**config.mk**
```make
export PLATFORM = sky130hd
export DESIGN_NAME = cbu_updn_mod_counter
export DESIGN_NICKNAME = d
export VERILOG_FILES = /design/src/rtl/cbu_cntr_pkg.sv /design/src/rtl/cbu_cntr_next.sv /design/src/rtl/cbu_updn_mod_counter.sv
export SDC_FILE = /design/constraint.sdc
export NUM_CORES = 1
export LEC_CHECK = 0
export ABC_AREA = 1
export BUFFER_PORTS_ARGS = -buffer_cell sky130_fd_sc_hd__buf_2
export CAP_MARGIN = 20
export CORE_AREA = 2 2 39 41
export CTS_BUF_LIST = sky130_fd_sc_hd__clkbuf_4
export CTS_CLUSTER_DIAMETER = 200
export CTS_CLUSTER_SIZE = 25
export DETAILED_ROUTE_END_ITERATION = 8
export DIE_AREA = 0 0 41 43
export HOLD_SLACK_MARGIN = 0.05
export PLACE_DENSITY_LB_ADDON = 0.15
export SETUP_SLACK_MARGIN = 0.2
export SLEW_MARGIN = 20
export SYNTH_ARGS = -nofsm -noshare
export SYNTH_HDL_FRONTEND = slang
export SYNTH_SLANG_ARGS = --single-unit
```
**constraint.sdc**
```tcl
create_clock -name CLK -period 3.02 [get_ports CLK]
set_input_delay 0.755 -clock CLK [delete_from_list [all_inputs] [get_ports CLK]]
set_output_delay 0.755 -clock CLK [all_outputs]
set_load 0.02 [all_outputs]
```
**src/rtl/cbu_cntr_pkg.sv**
```systemverilog
// Shared constants and elaboration-time helpers for the cascadable up/down modulo counter family.
// Optional build macro honoured by users of this package: CBU_SATURATE_EN (saturate instead of wrap).
package cbu_cntr_pkg;

  localparam logic DIR_UP = 1'b1;
  localparam logic DIR_DN = 1'b0;

  // Terminal value for a direction: last state before a wrap.
  function automatic longint unsigned term_val(input logic dir, input longint unsigned modulus);
    return (dir == DIR_DN) ? 64'd0 : modulus - 64'd1;
  endfunction

  function automatic longint unsigned clamp_load(input longint unsigned d, input longint unsigned modulus);
    return (d > modulus - 64'd1) ? modulus - 64'd1 : d;
  endfunction

  function automatic bit params_legal(input int width, input longint unsigned modulus,
                                      input longint unsigned rst_val);
    if (width < 1 || width > 32) return 1'b0;
    if (modulus < 64'd2 || modulus > (64'd1 << width)) return 1'b0;
    return rst_val < modulus;
  endfunction

endpackage

```
**src/rtl/cbu_cntr_next.sv**
```systemverilog
// Combinational next-count and wrap detection for one counter stage.
// Build macro CBU_SATURATE_EN: a would-be wrap holds the current value instead of wrapping.
module cbu_cntr_next
  import cbu_cntr_pkg::*;
#(
  parameter int              WIDTH   = 4,
  parameter longint unsigned MODULUS = 16
) (
  input  logic [WIDTH-1:0] Q,
  input  logic             DIR,
  input  logic             CAI,
  output logic [WIDTH-1:0] q_next,
  output logic             wrap
);

  localparam logic [WIDTH:0] LAST_EXT = (WIDTH+1)'(MODULUS - 64'd1);

  logic [WIDTH:0]   up_ext;
  logic [WIDTH:0]   dn_ext;
  logic             past_last;
  logic             below_zero;
  logic [WIDTH-1:0] wrap_up_val;
  logic [WIDTH-1:0] wrap_dn_val;

`ifdef CBU_SATURATE_EN
  assign wrap_up_val = Q;
  assign wrap_dn_val = Q;
`else
  assign wrap_up_val = '0;
  assign wrap_dn_val = LAST_EXT[WIDTH-1:0];
`endif

  // One extra bit keeps MODULUS == 2^WIDTH exact without relying on natural rollover.
  always_comb begin
    up_ext     = {1'b0, Q} + (WIDTH+1)'(1);
    dn_ext     = {1'b0, Q} - (WIDTH+1)'(1);
    past_last  = (up_ext > LAST_EXT);
    below_zero = dn_ext[WIDTH];
    wrap       = CAI && ((DIR == DIR_UP) ? past_last : below_zero);
    q_next     = Q;
    if (CAI) begin
      if (DIR == DIR_UP) begin
        q_next = past_last ? wrap_up_val : up_ext[WIDTH-1:0];
      end else begin
        q_next = below_zero ? wrap_dn_val : dn_ext[WIDTH-1:0];
      end
    end
  end

endmodule

```
**src/rtl/cbu_updn_mod_counter.sv**
```systemverilog
// Parametrised cascadable up/down modulo counter with load, sticky wrap flag and terminal count.
// Build macro CBU_SATURATE_EN selects saturating instead of wrapping behaviour.
module cbu_updn_mod_counter
  import cbu_cntr_pkg::*;
#(
  parameter int              WIDTH   = 4,
  parameter longint unsigned MODULUS = 16,
  parameter longint unsigned RST_VAL = 0
) (
  input  logic             CLK,
  input  logic             CDN,
  input  logic             CAI,
  input  logic             DIR,
  input  logic             LD,
  input  logic [WIDTH-1:0] D,
  input  logic             CLR_OVF,
  output logic [WIDTH-1:0] Q,
  output logic             CAO,
  output logic             TC,
  output logic             OVF
);

  if (!params_legal(WIDTH, MODULUS, RST_VAL)) begin : g_param_check
    $error("cbu_updn_mod_counter: illegal WIDTH/MODULUS/RST_VAL combination");
  end

  localparam logic [WIDTH-1:0] TERM_UP = WIDTH'(term_val(DIR_UP, MODULUS));
  localparam logic [WIDTH-1:0] TERM_DN = WIDTH'(term_val(DIR_DN, MODULUS));
  localparam logic [WIDTH-1:0] RST_Q   = WIDTH'(RST_VAL);

  logic [WIDTH-1:0] q_q, q_d;
  logic             ovf_q, ovf_d;
  logic             tc_q, tc_d;
  logic [WIDTH-1:0] term_now;
  logic [WIDTH-1:0] q_step;
  logic [WIDTH-1:0] load_val;
  logic             wrap;

  assign term_now = (DIR == DIR_UP) ? TERM_UP : TERM_DN;
  assign load_val = WIDTH'(clamp_load(64'(D), MODULUS));

  cbu_cntr_next #(
    .WIDTH   (WIDTH),
    .MODULUS (MODULUS)
  ) u_next (
    .Q      (q_q),
    .DIR    (DIR),
    .CAI    (CAI),
    .q_next (q_step),
    .wrap   (wrap)
  );

  // A load swallows the count, so it also suppresses the wrap event.
  always_comb begin
    q_d   = LD ? load_val : q_step;
    tc_d  = (q_q == term_now);
    ovf_d = ovf_q;
    if (wrap && !LD) begin
      ovf_d = 1'b1;
    end else if (CLR_OVF) begin
      ovf_d = 1'b0;
    end
  end

  always_ff @(posedge CLK) begin
    if (!CDN) begin
      q_q   <= RST_Q;
      ovf_q <= 1'b0;
      tc_q  <= (RST_Q == term_now);
    end else begin
      q_q   <= q_d;
      ovf_q <= ovf_d;
      tc_q  <= tc_d;
    end
  end

  assign Q   = q_q;
  assign CAO = wrap;
  assign TC  = tc_q;
  assign OVF = ovf_q;

endmodule

```
# Yosys cells after proc, flatten, opt, wreduce, memory -nomap -nowiden
# Cells that the tools add are included.
dict set report word_totals {
  word_cells 23
  regBits 6
  out_inout_bits 7
  in_bits 10
}
dict set report classes {
  n_reduce_logical 6
  n_lt_le_gt_ge 1
  muxes 10
  add_sub_neg 2
  eq_ne 1
}
# op count
set op_table {}
lappend op_table {{$mux 4} 6}
lappend op_table {{$add 4x1->5 const B} 1}
lappend op_table {{$gt 5x4->1 const B} 1}
lappend op_table {{$sub 4x1->5 const B} 1}
lappend op_table {{$eq 4x4->1} 1}
lappend op_table {{$logic_not 4->1} 1}
lappend op_table {{$mux 1} 4}
lappend op_table {{$reduce_bool 2->1} 2}
lappend op_table {{$logic_and 1x1->1} 2}
lappend op_table {{$logic_not 1->1} 1}

# Depth between registers and ports, before layout
# Gate-level depths: netlist of run 1.
dict set report logic_depth {
  depth_word 6
  mapped_depth 11
  depth_no_buf 11
}

# Modules after synthesis
# Synthesis of run 1 repeated with hierarchy kept, for this count alone.
dict set report hier_totals {
  cells_unflattened 92
  hier_area_um2 530.5
}
# mod area_per_inst_um2 n_inst seq_area_each_um2 cells_each
set modules_own_cells {}
lappend modules_own_cells {cbu_cntr_next 291.5 1 0.0 58}
lappend modules_own_cells {cbu_updn_mod_counter 239.0 1 120.1 34}

# Least setup slack after synthesis of run 1
# Ideal clock, no wire load.
dict set report synth_path {
  path_kind {register to output}
  from {register q_q[0] (netlist: Q[0])}
  to {output CAO}
  path_buffers 0
  setup_slack_ns 0.533
  t_required_ns 2.265
  stages_incl_launch_ff 10
  arrival_time_ns 1.732
  path_cell_list {dfxtp_1 > inv_1 > ha_1 > nor2_1 > nand2_4 > nor2_4 > nand2_2 > nand2_2 > nand2_2 > a21oi_1}
}
dict set report synth_between {
  elab_chain_len 4
  elab_cells_between_ends 5
  cone_classes {2 x add/sub; 1 x order compare; 1 x mux; 1 x reduce/logical}
}
# element line_no
set synth_lines {}
lappend synth_lines {{start: declaration} cbu_updn_mod_counter.sv:31} ;# logic [WIDTH-1:0] q_q, q_d;
lappend synth_lines {{start signal: assignment} cbu_updn_mod_counter.sv:71} ;# q_q <= q_d;
lappend synth_lines {{$add 4x1->5} cbu_cntr_next.sv:35} ;# up_ext = {1'b0, Q} + (WIDTH+1)'(1);
lappend synth_lines {{$gt 5x4->1} cbu_cntr_next.sv:37} ;# past_last = (up_ext > LAST_EXT);
lappend synth_lines {{$mux 1 (*)} cbu_cntr_next.sv:39} ;# wrap = CAI && ((DIR == DIR_UP) ? past_last : below_zero);
lappend synth_lines {{$logic_and 1x1->1 (*)} cbu_cntr_next.sv:39}
lappend synth_lines {{end: declaration} cbu_updn_mod_counter.sv:18} ;# output logic CAO,
# Mark *: on every way between the ends. The rest lies on a longest branch, timed or not.

# Worst setup path after layout of run 1
dict set report layout_path {
  from {register q_q[1] (netlist: Q[1])}
  to {output CAO}
}
# Same word-level chain as after synthesis.

==> impl_results.md, run 1 <==
- Internal Power: 161.8 uW
- Post-Route WL: 1203 um
- Synth Cell Area: 498.0 um^2
- Sw Share: 35.69%
- Core region area: 1384 um^2
- Final Skew: 0.002320 ns
- Crit path time final: 2.595 ns
- Crit path DAT: 1.84 ns
- Sequential share of power: 38.1%
- Initial antenna violation count: 0
- Status: complete, no violations
- Top cell type's share of synthesized area: 24.12%
- Share of cells above drive strength 1: 35.11%
- WP data required: 2.26 ns
- Residual DRC: 0
- R2r worst-path depth: 10
- Root Buffer: clkbuf_4
- Fill cell count: 151
- Clock power share: 29.0%
- Compound-Gate Fraction of Synth Area: 18.34%
- Hpwl dp: 979.9 um
- Startpoint types: register
- Die extent in x: 41 um
- Gpl congestion: 0.8434
- Worst skew pair latency: 0.24 ns
- Max-slew headroom: 80.74%
- Post-synthesis sequential area ratio: 24.12%
- Worst VDD drop: 183.4 uV
- Cell taking the most area after synthesis: dfxtp_1
- Post-Synth Adder-Cell Area: 7.538%
- Comb pwr share: 32.9%
- Syn Area/Cell: 6.640 um^2
- RSZ-0062 raised after global routing: no
- Reg2reg start: Q[1]
- Number of buffers created by CTS: 3
- Setup TNS: 0 ns
- Internal reg-to-reg setup slack: 1.42 ns
- Initial Util: 35.99%
- CP max FO: 7
- Simple-gate area share of the yosys netlist: 40.95%
- Hold WS: 0.4693 ns
- R2r endpoint: OVF
- Syn nets: 88
- Largest family of logic cells by synthesized area: simple AND/OR/NAND/NOR gates
- Crit path kind: register to output pin
- TritonCTS clock tree: done
- P_leak: 0.0003142 uW
- Final Hold Fails: 0
- Tightest Hold Check Type: register to register
- Clock sinks: 6
- Die area: 1763 um^2
- Total congestion overflow: 0
- Crit end category: output pin
- Area of the multi-input gates: 332.8 um^2
- Vias: 545
- Net switching power: 89.82 uW
- Placement Rows: 14
- Post-DRT Antenna Nets: 0
- Setup violators final: 0
- Final cycle utilization of the critical path: 85.94%
- DIE HEIGHT: 43 um
- Antenna Cells: 0
- Pre-Repair DR Iteration Count: 4
- Synth top area cells: dfxtp_1 (24%), nand2_2 (8.8%), inv_1 (8.3%)
- Mux contribution to synthesized area: 0%
- Largest net degree at the start of global routing: 9
- Pins Over Slew Limit: 0
- Max-cap violation count: 0
- Synth Area in XOR/XNOR: 0%
- Via/cell ratio: 4.955
- Yosys warning count: 0
- End of the critical path: CAO
- Pwr/cell area: 404.7 nW/um^2
- Nets: 109
- Synth cell types: 19
- Total track usage: 15.75%
- Port Buffers: 16
- Vias in the first global route: 475
- Number of synthesized register bits: 6
- H-tree depth: 1
- # IOs: 17
- Register Area: 121.4 um^2
- Commonest non-fill, non-tap cell in the layout: buf_2
- First-pass GRT wire length: 1876 um
- Post-synthesis instance total: 75
- Maximum clock frequency: 0.3853 GHz
- 1st-iter DRT viols: 4
- Area grow syn2layout: 24.87%
- Slew @ Worst Pin: 0.2885 ns
- Clock-pin transition on the worst setup and hold timing paths: 0.04 ns
- Most frequent cells in the layout: buf_2 (16), inv_1 (11), nand2_1 (11)
- Clock Path Buffers: 2
- Critical Path Source: Q[1]
- Routed wire per std cell: 10.94 um
-- layer usage --
| layer | global-route usage, % | vias up | part of all wire (%) |
|---|---|---|---|
| met2 | 22.50 | 15 | 43 |
| met5 | 0 | - | 0 |
| met4 | 2.000 | 0 | 0 |
| met3 | 9.424 | 0 | 6.0 |
| met1 | 20.51 | 242 | 51 |
| li1 | - | 288 | - |
-- worst min-delay path by stage --
stage	slack (ns)	startpoint	to	cells after the start
2_1_floorplan	0.55	OVF	OVF	2
3_3_place_gp	0.47	OVF	OVF	2
3_5_place_dp	0.47	OVF	OVF	2
4_1_cts	0.48	OVF	OVF	2
5_1_grt	0.49	OVF	OVF	2
6_report	0.47	OVF	OVF	2
-- power groups by stage --
| stage | sequential (uW) | combinational (uW) | clock [uW] |
|---|---|---|---|
| global placement | 97.0 | 82.8 | 0 |
| CTS | 96.0 | 83.1 | 75.8 |
| finish | 95.9 | 82.8 | 73.0 |
| detailed placement | 97.5 | 82.7 | 0 |
| global route | 97.2 | 92.2 | 81.0 |
| floorplan | 102 | 51.6 | 0 |
-- registers in the layout, indices dropped and copies added, names as in the netlist --
register	flops
Q	4
TC	1
OVF	1
-- critical path, cell delays in order, from the launching register on --
cell,delay [ns]
dfxtp_1,0.44
inv_1,0.11
ha_1,0.36
nand2_4,0.07
nor2_4,0.10
nand2_2,0.06
nand2_2,0.08
nand2_2,0.07
a21oi_1,0.12
buf_2,0.17
-- timing repair --
| action | 4_1_cts | 5_1_grt |
|---|---|---|
| buffers inserted | 0 | 0 |
| hold endpoints to repair | 0 | 0 |
| hold buffers | 0 | 0 |
| setup endpoints to repair | 0 | 1 |
| gates resized for setup | 0 | 1 |
-- kinds of logic after synthesis --
kind of cell / after synthesis
flip-flops: 6
AND/OR/NAND/NOR: 39
adder cells (fa/ha/maj): 3
AO/OA/AOI/OAI: 15
buffers and inverters: 12
-- area by class of cell --
cell class	count	share of cell area (%)
Sequential cell	6	19.52
Timing Repair Buffer	16	12.88
Multi-Input combinational cell	57	53.52
Inverter	12	7.243
Clock buffer	3	3.622
Tap cell	16	3.219
-- through the flow --
stage	total power, uW	std cells	utilization (%)	cell area (um^2)	setup WS [ns]
floorplan	153.9	75	-	498.0	0.5332
global placement	179.9	107	43.22	598.1	0.6544
detailed placement	180.3	107	43.22	598.1	0.5738
CTS	255.0	110	44.85	620.6	0.3180
global route	270.4	110	44.94	621.8	0.2540
finish	251.7	110	44.94	621.8	0.4246
-- synthesized netlist by cell type --
cell type / count
inv_1: 11
nand2_1: 11
nor2_1: 10
nand2_2: 7
a21oi_1: 6
dfxtp_1: 6
nand3_1: 4
ha_1: 3
nand4_1: 3
a31oi_1: 2
nand3_2: 2
o21ai_0: 2
o221ai_1: 2
a21oi_2: 1
a22oi_1: 1
inv_2: 1
nand2_4: 1
nor2_4: 1
o21ai_1: 1
Note: power is estimated with default switching activity, not from simulation.
==> inputs of run 2 (changes only) <==
Settings changed: PLACE_DENSITY set to 0.72, PLACE_DENSITY_LB_ADDON 0.15 to not set.
==> impl_results.md, run 2 (synthesis results as in run 1) <==
- Fill cell count: 148
- H-tree depth: 1
- Worst VDD drop: 245.9 uV
- Antenna Cells: 0
- Clock power share: 29.7%
- Core region area: 1384 um^2
- RSZ-0062 raised after global routing: no
- Crit path kind: register to output pin
- Sw Share: 36.44%
- Vias: 576
- Startpoint types: register
- Max-cap violation count: 0
- Post-DRT Antenna Nets: 0
- Post-CTS Resized: 0
- Max FFs per register: 4
- Critical Path Source: Q[1]
- Final Skew: 0.003820 ns
- Placed cell count: 108
- Comb pwr share: 33.8%
- Worst skew pair latency: 0.25 ns
- Postcts setup bufs: 0
- R2r worst-path depth: 10
- Final Hold Fails: 0
- Root Buffer: clkbuf_4
- Total congestion overflow: 0
- Crit end category: output pin
- Slew @ Worst Pin: 0.2854 ns
- Status: complete, no violations
- Crit path DAT: 1.82 ns
- Cell mode on critical path: nand2_2
- Critical path, cell by cell: inv_1 -> ha_1 -> nand2_4 -> nor2_4 -> nand2_2 -> nand2_2 -> nand2_2 -> a21oi_1 -> buf_2
- Routed wire per std cell: 11.23 um
- Area grow syn2layout: 26.13%
- Most frequent cells in the layout: buf_2 (16), inv_1 (11), nand2_1 (11)
- Slowest-stage cell, CP: dfxtp_1
- Initial Util: 35.99%
- Final cycle utilization of the critical path: 85.28%
- WP data required: 2.26 ns
- Pre-Repair DR Iteration Count: 4
- DIE HEIGHT: 43 um
- Crit path max-delay family: flip-flops
- Max-slew headroom: 80.95%
- Placed Area: 605.6 um^2
- Commonest non-fill, non-tap cell in the layout: buf_2
- Setup TNS: 0 ns
- Hold Path Cell Cnt: 2
- Sequential share of power: 36.6%
- Core Util, Final: 45.39%
- Hpwl dp: 962.4 um
- CP max stage delay: 0.43 ns
- # IOs: 17
- Initial antenna violation count: 0
- P_leak: 0.0003190 uW
- Net switching power: 93.34 uW
- Clock-pin transition on the worst setup and hold timing paths: 0.05 ns
- Largest net degree at the start of global routing: 9
- Nets: 110
- Port Buffers: 16
- Crit path time final: 2.575 ns
- Vias in the first global route: 504
- Reg2reg start: Q[1]
- Buf/Inv on CP: 2
- Internal Power: 162.8 uW
- Die area: 1763 um^2
- Pins Over Slew Limit: 0
- First-pass GRT wire length: 2139 um
- Design area: 628.1 um^2
- Via/cell ratio: 5.189
- 1st-iter DRT viols: 24
- Total track usage: 18.07%
- HP Start: OVF
- Clock sinks: 6
- Residual DRC: 0
- Clock Path Buffers: 2
- Setup violators final: 0
- Share of cells above drive strength 1: 34.74%
- TritonCTS clock tree: done
- Non-Filler Instances: 111
- Number of buffers created by CTS: 3
- Placement Rows: 14
- CP max FO: 7
- Hold_buf cts: 0
- Maximum clock frequency: 0.3883 GHz
- Stages on worst setup path: 9
- Tightest Hold Check Type: register to register
- Gpl congestion: 0.8678
- Pwr/cell area: 407.8 nW/um^2
- Post-Route WL: 1247 um
- Die extent in x: 41 um
[run 2: changes by cell type in the layout (fill, tap and decap cells not counted)]
cell     change
buf_4        +1
dfxtp_2      -1
dfxtp_1      +1
[run 2: final cells by class]
| class | instances | area (um^2) | share of cell area (%) |
|---|---|---|---|
| Multi-Input combinational cell | 57 | 332.8 | 52.99 |
| Sequential cell | 6 | 120.1 | 19.12 |
| Timing Repair Buffer | 17 | 87.58 | 13.94 |
| Inverter | 12 | 45.04 | 7.171 |
| Clock buffer | 3 | 22.52 | 3.586 |
| Tap cell | 16 | 20.02 | 3.187 |
[run 2: power by group through the flow]
stage                     sequential [uW]  combinational, uW  clock [uW]
final                                93.6               86.5        76.0
after global routing                 94.9               97.0        86.6
after CTS                            93.4               86.1        80.4
after detailed placement             95.0               85.6           0
after global placement               94.8               85.6           0
after floorplan                       102               51.6           0
[run 2: worst min-delay path, stage by stage (launching register included)]
cell	delay, ns
dfxtp_1	0.30
nand2_1	0.07
a21oi_2	0.05
[run 2: final timing paths]
kind | end | slack [ns]
worst max-delay path | CAO | 0.44
worst min-delay path | OVF | 0.47
worst max register to register | OVF | 1.43
worst min register to register | OVF | 0.47
[run 2: metal layers]
| metal | GRT usage [%] | vias up | wire length, um |
|---|---|---|---|
| met5 | 0 | - | 0 |
| met4 | 4.000 | 0 | 0 |
| met3 | 10.47 | 0 | 94 |
| met2 | 26.56 | 22 | 625 |
| met1 | 22.19 | 264 | 527 |
| li1 | - | 290 | - |
[run 2: through the flow]
stage / power, uW / setup slack [ns] / hold slack (ns)
after global routing: 278.5 / 0.2490 / 0.5074
after detailed placement: 180.6 / 0.7101 / 0.4647
after floorplan: 153.9 / 0.5332 / 0.5529
after global placement: 180.3 / 0.7544 / 0.4602
after CTS: 259.9 / 0.4277 / 0.4732
final: 256.2 / 0.4446 / 0.4707
==> inputs of run 3 (changes only) <==
Settings changed: ABC_AREA 1 to not set, PLACE_DENSITY 0.72 to 0.73.
==> impl_results.md, run 3 <==
- Root Buffer: clkbuf_4
- Final Skew: 0.0006204 ns
- RSZ-0062 raised after global routing: no
- Port Buffers: 16
- Die extent in x: 41 um
- Max FFs per register: 4
- Total congestion overflow: 0
- Max-slew headroom: 76.01%
- Post-DRT Antenna Nets: 0
- Clock-pin transition on the worst setup and hold timing paths: 0.05 ns
- First-pass GRT wire length: 1711 um
- Syn Area/Cell: 8.205 um^2
- Status: complete, no violations
- Internal reg-to-reg setup slack: 1.31 ns
- Crit end category: output pin
- P_leak: 0.0002784 uW
- Crit path DAT: 1.95 ns
- Synth top area cells: dfxtp_1 (24%), ha_1 (7.5%), o21ai_0 (7.0%)
- EDFF count, synth: 0
- Die area: 1763 um^2
- Commonest non-fill, non-tap cell in the layout: buf_2
- WL met2: 521 um
- Post-Route WL: 1066 um
- Clock sinks: 6
- Hpwl dp: 846 um
- Register Area: 123.9 um^2
- Met3 wire length: 60 um
- Design area: 615.6 um^2
- Gpl congestion: 0.8222
- Postcts setup bufs: 0
- Nets: 93
- Total track usage: 13.83%
- Final cycle utilization of the critical path: 89.53%
- Worst skew pair latency: 0.24 ns
- R2r worst-path depth: 6
- Count leader, synth: o21ai_0
- Top cell type's share of synthesized area: 24.00%
- Core region area: 1384 um^2
- Placement Rows: 14
- Setup TNS: 0 ns
- Main synth FF type: dfxtp_1
- Initial Util: 36.17%
- Highest metal used: met3
- Placed Area: 580.6 um^2
- Area grow syn2layout: 23.00%
- Maximum clock frequency: 0.3699 GHz
- DIE HEIGHT: 43 um
- Antenna Cells: 0
- Post-synthesis instance total: 61
- Hold WS: 0.4829 ns
- Via/cell ratio: 5.277
- Largest net degree at the start of global routing: 11
- Max-cap violation count: 0
- Crit path kind: register to output pin
- Cell taking the most area after synthesis: dfxtp_1
- Startpoint types: register
- Yosys warning count: 0
- Async SR Flop Fraction: 0%
- Number of synthesized register bits: 6
- Synth Cell Area: 500.5 um^2
- Clock Path Buffers: 2
- Commonest cells post-synth: o21ai_0 (7), dfxtp_1 (6), inv_1 (4), nor2b_1 (4)
- Most frequent cells in the layout: buf_2 (16), o21ai_0 (7), dfxtp_1 (5)
- 1st-iter DRT viols: 8
- Routed wire per std cell: 11.34 um
- Non-Filler Instances: 94
- Initial antenna violation count: 0
- Tightest Hold Check Type: register to register
- H-tree depth: 1
- Pwr/cell area: 398.1 nW/um^2
- Synth cell types: 31
- Final Hold Fails: 0
- Pre-Repair DR Iteration Count: 4
- Fill cell count: 136
- TritonCTS clock tree: done
- Placed cell count: 91
- Syn nets: 74
- Crit path time final: 2.704 ns
- CP max FO: 9
- Area of the multi-input gates: 346.6 um^2
- Post-synthesis sequential area ratio: 24.00%
- Share of cells above drive strength 1: 37.18%
- Slew @ Worst Pin: 0.3594 ns
- Pins Over Slew Limit: 0
- Worst VDD drop: 223.8 uV
- Vias: 496
- Vias in the first global route: 434
- Residual DRC: 0
- Hold Path Cell Cnt: 2
- WP data required: 2.26 ns
- Setup violators final: 0
- Number of buffers created by CTS: 3
- Met1 WL: 483 um
- # IOs: 17
==> run 3: cells by family after synthesis <==
group	share of synthesized area (%)
buf+inv	8.498
compound gates	27.00
xor+xnor	5.251
fa+ha+maj	9.501
simple gates	25.75
flops	24.00
==> run 3: final cells by class <==
type,count,share of cell area (%)
clock buffers,3,3.659
inverters,4,2.439
multi-input cells,48,56.30
flip-flops and latches,6,20.12
well taps,16,3.252
repair buffers,17,14.23
==> run 3: through the flow <==
step / worst slack [ns] / power [uW] / utilization (%)
after floorplan: 0.3374 / 149.6 / -
after global placement: 0.3967 / 168.8 / 41.95
after detailed placement: 0.3448 / 169.4 / 41.95
after CTS: 0.2254 / 247.3 / 43.67
after global routing: 0.1998 / 261.5 / 44.48
final: 0.3163 / 245.0 / 44.48
==> run 3: timing repair <==
item | in CTS | in global routing
hold buffers | 0 | 0
hold endpoints to repair | 0 | 0
endpoints found under the setup margin | 1 | 1
gates resized for setup | 2 | 3
==> run 3: power by group <==
group | internal [uW] | switching, uW
Clock | 45.0 | 30.1
Combinational | 35.0 | 39.9
Sequential | 85.5 | 9.51
==> run 3: worst paths after layout <==
| path | end | start |
|---|---|---|
| max | CAO | Q[0] |
| max reg2reg | OVF | Q[0] |
| min reg2reg | OVF | OVF |
| min | OVF | OVF |
==> run 3: routing by layer <==
layer  GRT usage [%]  up-vias
li1                -      259
met1           16.29      219
met2           22.50       18
met3           3.141        0
met4           6.000        0
met5               0        -
==> run 3: critical path: stages (launching register included) <==
cell and delay, ns:
dfxtp_4 0.39, inv_1 0.07, ha_1 0.31, nor3b_2 0.18, maj3_1 0.40, a21boi_2 0.15, nor2b_1 0.05, buf_2 0.15
